File: config.mk
export PLATFORM = sky130hd
export DESIGN_NAME = inst_loader
export DESIGN_NICKNAME = d
export VERILOG_FILES = /design/src/rtl/loader_pkg.sv /design/src/rtl/inst_loader_byte_packer.sv /design/src/rtl/inst_loader.sv
export SDC_FILE = /design/constraint.sdc
export NUM_CORES = 1
export LEC_CHECK = 0
export CAP_MARGIN = 20
export CORE_UTILIZATION = 51
export CTS_BUF_LIST = sky130_fd_sc_hd__clkbuf_4
export DETAILED_ROUTE_END_ITERATION = 8
export DONT_BUFFER_PORTS = 1
export HOLD_SLACK_MARGIN = 0.03
export PLACE_DENSITY = 0.66
export SETUP_SLACK_MARGIN = 0.5
export SYNTH_ARGS = -nofsm -noshare
export SYNTH_HDL_FRONTEND = slang
export SYNTH_SLANG_ARGS = --single-unit
File: constraint.sdc
create_clock -name clk -period 5.3 [get_ports clk]
set_input_delay 0.53 -clock clk [delete_from_list [all_inputs] [get_ports clk]]
set_output_delay 0.53 -clock clk [all_outputs]
set_load 0.02 [all_outputs]
File: src/rtl/loader_pkg.sv
// loader_pkg: definitions shared by the instruction loader.
//   - MEM_DEPTH_DEFAULT / ADDR_W_DEFAULT : default memory geometry
//   - LAST_BYTE_IDX                      : byte index of the top byte of a word
//   - state_t                            : loader FSM state encoding
package loader_pkg;

    localparam int MEM_DEPTH_DEFAULT = 64;
    localparam int ADDR_W_DEFAULT    = 6;

    localparam logic [1:0] LAST_BYTE_IDX = 2'd3;

    typedef enum logic [2:0] {
        IDLE  = 3'd0,
        LEN   = 3'd1,
        DATA  = 3'd2,
        WRITE = 3'd3,
        DONE  = 3'd4,
        ERR   = 3'd5
    } state_t;

endpackage

File: src/rtl/inst_loader_byte_packer.sv
// byte_packer: collects four bytes little-endian into one 32-bit word.
// Ports:
//   clk, rst    : clock, asynchronous active-high reset
//   clear       : restart at byte 0 (start of a new session)
//   byte_en     : a byte is being transferred this cycle
//   byte_in     : the byte
//   word_full   : this transfer is the 4th byte of the word
//   word        : assembled word including the byte currently on byte_in
module byte_packer
    import loader_pkg::*;
(
    input  logic        clk,
    input  logic        rst,
    input  logic        clear,
    input  logic        byte_en,
    input  logic [7:0]  byte_in,
    output logic        word_full,
    output logic [31:0] word
);

    logic [1:0]  idx_r;
    logic [23:0] low_r;

    // Byte index and the three lower bytes; the top byte is taken live from byte_in.
    always_ff @(posedge clk or posedge rst) begin
        if (rst) begin
            idx_r <= 2'd0;
            low_r <= 24'd0;
        end else if (clear) begin
            idx_r <= 2'd0;
        end else if (byte_en) begin
            case (idx_r)
                2'd0:    low_r[7:0]   <= byte_in;
                2'd1:    low_r[15:8]  <= byte_in;
                2'd2:    low_r[23:16] <= byte_in;
                default: low_r        <= low_r;
            endcase
            idx_r <= idx_r + 2'd1;
        end
    end

    assign word_full = byte_en && (idx_r == LAST_BYTE_IDX);
    assign word      = {byte_in, low_r};

endmodule

File: src/rtl/inst_loader.sv
// inst_loader: loads a length-prefixed byte stream into instruction memory
// while holding the core in reset.
// Ports:
//   clk, rst          : clock, asynchronous active-high reset
//   start             : one-cycle pulse that opens a load session
//   byte_in/byte_valid/byte_ready : byte stream handshake
//   mem_we/mem_addr/mem_wdata     : instruction-memory write port
//   cpu_rst           : core reset, released only after a successful load
//   done / err        : session finished / aborted on an oversize length
module inst_loader
    import loader_pkg::*;
#(
    parameter int MEM_DEPTH = MEM_DEPTH_DEFAULT,
    parameter int ADDR_W    = ADDR_W_DEFAULT
) (
    input  logic              clk,
    input  logic              rst,
    input  logic              start,
    input  logic [7:0]        byte_in,
    input  logic              byte_valid,
    output logic              byte_ready,
    output logic              mem_we,
    output logic [ADDR_W-1:0] mem_addr,
    output logic [31:0]       mem_wdata,
    output logic              cpu_rst,
    output logic              done,
    output logic              err
);

    state_t              state_r;
    state_t              state_s;
    logic [7:0]          word_cnt_r;
    logic [ADDR_W-1:0]   word_idx_r;
    logic                mem_we_r;
    logic [ADDR_W-1:0]   mem_addr_r;
    logic [31:0]         mem_wdata_r;

    logic                accept_s;
    logic                len_accept_s;
    logic                word_full_s;
    logic [31:0]         word_s;
    logic                word_last_s;
    logic                len_zero_s;
    logic                len_too_big_s;

    assign accept_s      = byte_valid && byte_ready;
    assign len_accept_s  = accept_s && (state_r == LEN);
    assign len_zero_s    = (byte_in == 8'd0);
    assign len_too_big_s = ({24'd0, byte_in} > 32'(MEM_DEPTH));
    assign word_last_s   = ({{(32-ADDR_W){1'b0}}, word_idx_r} == ({24'd0, word_cnt_r} - 32'd1));

    byte_packer u_packer (
        .clk       (clk),
        .rst       (rst),
        .clear     (len_accept_s),
        .byte_en   (accept_s && (state_r == DATA)),
        .byte_in   (byte_in),
        .word_full (word_full_s),
        .word      (word_s)
    );

    // State register.
    always_ff @(posedge clk or posedge rst) begin
        if (rst) begin
            state_r <= IDLE;
        end else begin
            state_r <= state_s;
        end
    end

    // Next-state logic; start only matters in IDLE, DONE and ERR.
    always_comb begin
        state_s = state_r;
        case (state_r)
            IDLE: begin
                if (start) state_s = LEN;
                else       state_s = IDLE;
            end
            LEN: begin
                if (accept_s) begin
                    if (len_zero_s)         state_s = DONE;
                    else if (len_too_big_s) state_s = ERR;
                    else                    state_s = DATA;
                end else begin
                    state_s = LEN;
                end
            end
            DATA: begin
                if (word_full_s) state_s = WRITE;
                else             state_s = DATA;
            end
            WRITE: begin
                if (word_last_s) state_s = DONE;
                else             state_s = DATA;
            end
            DONE: begin
                if (start) state_s = LEN;
                else       state_s = DONE;
            end
            ERR: begin
                if (start) state_s = LEN;
                else       state_s = ERR;
            end
            default: state_s = IDLE;
        endcase
    end

    // Word count and word index bookkeeping.
    always_ff @(posedge clk or posedge rst) begin
        if (rst) begin
            word_cnt_r <= 8'd0;
            word_idx_r <= {ADDR_W{1'b0}};
        end else if (len_accept_s) begin
            word_cnt_r <= byte_in;
            word_idx_r <= {ADDR_W{1'b0}};
        end else if ((state_r == WRITE) && !word_last_s) begin
            word_idx_r <= word_idx_r + {{(ADDR_W-1){1'b0}}, 1'b1};
        end
    end

    // Write port: captured on the 4th byte so the strobe lands in the WRITE
    // cycle; address and data hold between writes.
    always_ff @(posedge clk or posedge rst) begin
        if (rst) begin
            mem_we_r    <= 1'b0;
            mem_addr_r  <= {ADDR_W{1'b0}};
            mem_wdata_r <= 32'd0;
        end else begin
            mem_we_r <= word_full_s;
            if (word_full_s) begin
                mem_addr_r  <= word_idx_r;
                mem_wdata_r <= word_s;
            end
        end
    end

    assign mem_we     = mem_we_r;
    assign mem_addr   = mem_addr_r;
    assign mem_wdata  = mem_wdata_r;

    // Status outputs are pure decodes of the state register.
    assign byte_ready = (state_r == LEN) || (state_r == DATA);
    assign cpu_rst    = (state_r != DONE);
    assign done       = (state_r == DONE);
    assign err        = (state_r == ERR);

endmodule
==> flow_summary.toml <==
[grt]
grt_max_degree = 47
grt_overflow = 0
grt_pass1_wl_mm = 10.90
antenna_found_initial = 0
grtUsageTotal_pct = 19.96
grt_pass1_vias = 2229

[synthesis]
syn_inst = 277
synth_area_sq_um = 3578
synth.avg_cell_area_sq_um = 12.92
ys_types = 42
synth_edf_count = 0
synth_flop_cell = "dfrtp_1"
ys_ff_latch = 82
ys_warn_count = 0
ys_seq_area_share_pct = 57.34
async_flop_share_pct = 100.0
synth_fp_nets = 295

[pwr]
cellPowerDensity_nw_per_um2 = 429.5
power.leakage_nw = 1.923
ir_drop_v = 0.0002083

[worst_setup_path]
cp-startpoint = "state_r[1]$_DFF_PP0_"
path_class = "reg -> reg"
crit_required_ns = 5.62
cp.arrival_ns = 3.05
end_kind = "register"
cp-start-kind = "register"
crit_fanout = 40
reg2reg_from = "state_r[1]$_DFF_PP0_"

[timing]
tns_ns = 0
final_max_slew_viol_count = 0
final_hold_viol_count = 0
clock-skew-final_ns = 0.01131
fin_crit_ns = 2.732
max_freq_mhz = 366.0
maxSlewHeadroom_pct = 37.55
rsz0062_at_grt = "no"
period_share_pct = 51.55
setup_viol_count_final = 0
worst-slew-pin-transition_ns = 0.9334

[clocking]
clkSinkCount = 82
cts-buffers-inserted = 9
cts_buffer_depth = 2
cts_tree = "yes"
clk_latency_ns = 0.43
h-tree-depth = 3
clkTransAtPathRegs_ns = 0.13
postCtsSetupRepairBufs = 0
cts_hold_buf = 0
cts_resized = 0
cts_root_buffer = "clkbuf_4"

[layout]
stdcell_count = 380
areaGrowthSynthToFinish_pct = 7.238
fin_nets = 297
stdcell_area_sq_um = 3837
antenna_cells = 0
layout-drive-gt1-share_pct = 32.39

[die]
fp.dieArea_sq_um = 7356
die_h_um = 85.77
rows = 30
core_area_sq_um = 6794
fp.dieW_um = 85.77
io_pins = 55
start_util_pct = 52.67

[routing]
drt-wirelength-per-cell_um = 17.24
vias_per_cell = 5.518
drc = 0
drt_iter0_drc = 94
wl_mm = 6.551
ant_nets = 0
vias = 2097
drt-pass1-iter-count = 4

[placed_design]
post-dp-hpwl_mm = 4.366
place_inst = 364
gp_congestion = 0.7685
io_buffers = 0
dpl_cell_area_sq_um = 3672

[run]
maxCapViolations = 0

[outcome]
status = "finished, final reports clean"

[worst_hold_path]
hp-class = "in -> async"
## power by group
group / leakage [nW] / switching, mW / internal [mW]
clock: 0.0870 / 0.221 / 0.198
combinational: 0.718 / 0.206 / 0.191
sequential: 1.12 / 0.110 / 0.723
total: 1.92 / 0.537 / 1.11
## worst paths after layout
kind / endpoint / slack, ns / cells after the start
min: word_idx_r[1]$_DFFE_PP0P_ / 0.03 / 1
min reg2reg: mem_wdata[4]$_DFFE_PP0P_ / 0.52 / 1
max: mem_wdata[21]$_DFFE_PP0P_ / 2.57 / 4
max in group asynchronous: mem_wdata[6]$_DFFE_PP0P_ / 4.28 / 2
max reg2reg: mem_wdata[21]$_DFFE_PP0P_ / 2.57 / 4
min in group clk: u_packer.idx_r[0]$_DFFE_PP0P_ / 0.18 / 1
## cell type report
class                   instances  area [sq um]
flip-flops and latches         82          2052
clock inverters                 6         90.09
fillers                       588          2957
inverters                       9         35.03
multi-input cells             176          1458
clock buffers                  10         75.07
well taps                      96         120.1
repair buffers                  1         7.507
## per-stage QoR
stage	utilization (%)	worst slack [ns]	power (mW)	hold slack [ns]
after floorplan	-	2.662	1.169	0.4750
after global placement	54.05	2.654	1.229	0.4817
after detailed placement	54.05	2.554	1.246	0.4922
after CTS	56.48	2.540	1.667	0.03507
after global routing	56.48	2.328	1.759	0.06071
final	56.48	2.568	1.648	0.03058
## synth_stat cells, types with 2 or more instances
library cell | n | area (sq um)
or3_1 | 3 | 18.77
a211oi_1 | 2 | 15.01
nand2b_1 | 2 | 12.51
xnor2_1 | 7 | 61.31
clkbuf_1 | 10 | 37.54
nand2_1 | 33 | 123.9
xor2_1 | 2 | 17.52
mux2i_1 | 4 | 40.04
nor3b_1 | 2 | 15.01
or4_4 | 2 | 22.52
inv_1 | 9 | 33.78
and3_1 | 2 | 12.51
a31oi_1 | 2 | 12.51
nand4_1 | 3 | 18.77
ha_1 | 6 | 75.07
nor3_1 | 3 | 15.01
a21oi_1 | 3 | 15.01
a22o_1 | 2 | 17.52
mux2_2 | 62 | 698.2
dfrtp_1 | 82 | 2052
nor2_1 | 10 | 37.54
o21ai_0 | 6 | 30.03
## kinds of logic after synthesis
logic type      share of synthesized area, %
compound gates                         5.175
xor+xnor                               2.203
fa+ha+maj                              2.098
buf+inv                                1.993
flops                                  57.34
mux                                    21.05
simple gates                           10.14
## cells in the final DEF, fill, tap and decap left out, types with 4 or more instances in the layout
master	instances
dfrtp_1	82
xnor2_1	7
clkbuf_4	10
mux2_2	62
nand2_1	32
nor2_1	10
o21ai_0	6
mux2i_1	4
inv_1	8
ha_1	6
## worst max-delay path: stages, from the launching register on
cell and delay, ns:
dfrtp_1 0.64, nand2_1 0.13, nor3b_1 0.61, nand2_2 0.72, mux2_2 0.51
## state kept, by name, summed over array words and instances (netlist names)
name	count
u_packer.low_r	24
mem_addr	6
u_packer.idx_r	2
mem_we	1
word_idx_r	6
word_cnt_r	8
mem_wdata	32
state_r	3
## metal layers
layer  global-route usage [%]  up-vias  wire length [um]
met5                        0        -                 0
met2                    32.07       50              3072
met4                    10.45        0               179
li1                         -      970                 -
met1                    24.86     1061              2987
met3                    5.390       16               311
Note: power is estimated with default switching activity, not from simulation.
==> RTL edit (same flow settings) <==
The 6 states of `state_t` get a one-hot encoding in 6 bits.
--- a/src/rtl/loader_pkg.sv
+++ b/src/rtl/loader_pkg.sv
@@ -11,9 +11,9 @@
 
-    typedef enum logic [2:0] {
-        IDLE  = 3'd0,
-        LEN   = 3'd1,
-        DATA  = 3'd2,
-        WRITE = 3'd3,
-        DONE  = 3'd4,
-        ERR   = 3'd5
+    typedef enum logic [5:0] {
+        IDLE  = 6'b000001,
+        LEN   = 6'b000010,
+        DATA  = 6'b000100,
+        WRITE = 6'b001000,
+        DONE  = 6'b010000,
+        ERR   = 6'b100000
     } state_t;
Check against the original RTL: same outputs for any inputs over 10 cycles, from zero or initial values and one cycle with rst high; not proved beyond that.
==> RTL edit against the unedited design <==
- sequential share of layout area grew 0.085 points
- total power shrank 15%
- cell count grew 2.4%
- sequential cell count grew 3
- setup slack gained 0.096 ns
- critical path type unchanged
- highest routed layer unchanged
- area after synthesis grew 4.0%
- largest power group unchanged
- cell area grew 3.6%
- utilization grew 1.1 points
- wire length grew 6.7%
- largest cell class unchanged
==> RTL edit: results (changes against the unedited design) <==
Outcome: completed
Fraction of final layout cells sized beyond drive strength 1: 31.1% (-1.3 points)
Metal-1 WL: 3.22 mm (+7.8%)
Routability-driven placement congestion ratio: 0.786 (+2.3%)
CTS buffer count: 9 (unchanged)
CTS H-tree depth: 3 (unchanged)
Estimated wirelength of the detail-placed design: 4.69 mm (+7.3%)
Slew Limit Headroom: 61.4% (+24 points)
Gr usage total: 19.7% (-0.26 points)
P_leak: 1.95 nW (+1.4%)
Met3 Use GR: 6.45% (+1.1 points)
Detailed Route Iter0 Violations: 92 (-2.1%)
Cells after Synth: 285 (+2.9%)
Vias in the first global route: 2,130 (-4.4%)
Post-synth net total: 303 (+2.7%)
Crit Path Max Fanout: 28 (-30%)
Worst Skew: 0.0176 ns (+0.00624 ns)
Post-synth top cells: dfrtp_1, mux2_2, nand2_1
Metal3 WL: 273 um (-12%)
Placed cells: 373 (+2.5%)
Max IR drop VDD: 0.188 mV (-9.5%)
Yosys cell types: 46 (+9.5%)
Fillcell total: 587 (-0.17%)
Drt wl/cell: 18.0 um (+4.2%)
First-pass GRT wire length: 11.2 mm (+3.2%)
Finished Layout Cells: 389 (+2.4%)
Met2 Track Usage GR: 31.0% (-1.1 points)
Met2 wire length: 3.42 mm (+11%)
Hold Path Class: in -> reg
CP arrival: 2.94 ns (-0.11 ns)
NumNets Final: 308 (+3.7%)
Sequential area share after synthesis: 57.2% (-0.13 points)
[RTL edit: changes by cell type after synthesis, sizes merged, moves of 3 or more]
cell | before | now
nand2 | 33 | 25
buf | 0 | 5
clkbuf | 10 | 5
inv | 9 | 12
mux2 | 63 | 66
nand4 | 3 | 0
or4 | 2 | 5
[RTL edit: worst max-delay path: stages, from the launching register on]
cell     delay [ns]
dfrtp_1        0.45
nor2_1         0.21
and4b_1        0.27
and2_1         0.24
nand2_1        0.12
inv_1          0.39
buf_4          0.44
mux2_2         0.39
[RTL edit: cells by family (layout without fill, tap and decap cells)]
family | after synthesis | count (layout) | synth area share, %
AO/OA/AOI/OAI | 28 | 28 | 5.52
XOR/XNOR | 9 | 9 | 2.12
adder cells (fa/ha/maj) | 6 | 6 | 2.02
buffers and inverters | 22 | 30 | 2.46
flip-flops | 85 | 85 | 57.2
multiplexers | 71 | 71 | 21.3
AND/OR/NAND/NOR | 64 | 64 | 9.35
[RTL edit: final timing paths]
path                                                start                       endpoint  slack, ns  cells past startpoint
setup / recovery                     state_r[5]$_DFF_PP0_      mem_wdata[19]$_DFFE_PP0P_       2.66                      7
hold / removal                                 byte_valid  u_packer.idx_r[0]$_DFFE_PP0P_       0.19                      1
setup reg to reg                     state_r[5]$_DFF_PP0_      mem_wdata[19]$_DFFE_PP0P_       2.66                      7
hold reg to reg            u_packer.low_r[10]$_DFFE_PP0P_      mem_wdata[10]$_DFFE_PP0P_       0.51                      1
max in group asynchronous                             rst      mem_wdata[29]$_DFFE_PP0P_       4.19                      4
min in group asynchronous                             rst           state_r[3]$_DFF_PP0_       0.52                      3
[RTL edit: layout make-up]
class                   instances  area (um2)  area share [%]
repair buffers                  4        52.6            1.32
inverters                      12        46.3            1.16
clock buffers                  10        75.1            1.89
flip-flops and latches         85        2130            53.6
clock inverters                 4        51.3            1.29
multi-input cells             178        1500            37.8
well taps                      96         120            3.02
[RTL edit: metrics by stage]
stage / hold slack (ns) / total power, mW / worst slack, ns / cell area [um2]
floorplan: 0.474 / 1.00 / 2.58 / 3720
global placement: 0.482 / 1.05 / 2.71 / 3810
detailed placement: 0.487 / 1.06 / 2.66 / 3810
CTS: 0.162 / 1.42 / 2.64 / 3940
global route: 0.149 / 1.49 / 2.43 / 3970
finish: 0.188 / 1.40 / 2.66 / 3970
[RTL edit: power groups by stage]
stage / logic, mW / clock network, mW / registers (mW)
after global routing: 0.280 / 0.395 / 0.815
final: 0.249 / 0.353 / 0.803
after CTS: 0.248 / 0.366 / 0.801
after detailed placement: 0.246 / 0 / 0.814
after floorplan: 0.222 / 0 / 0.781
after global placement: 0.240 / 0 / 0.810
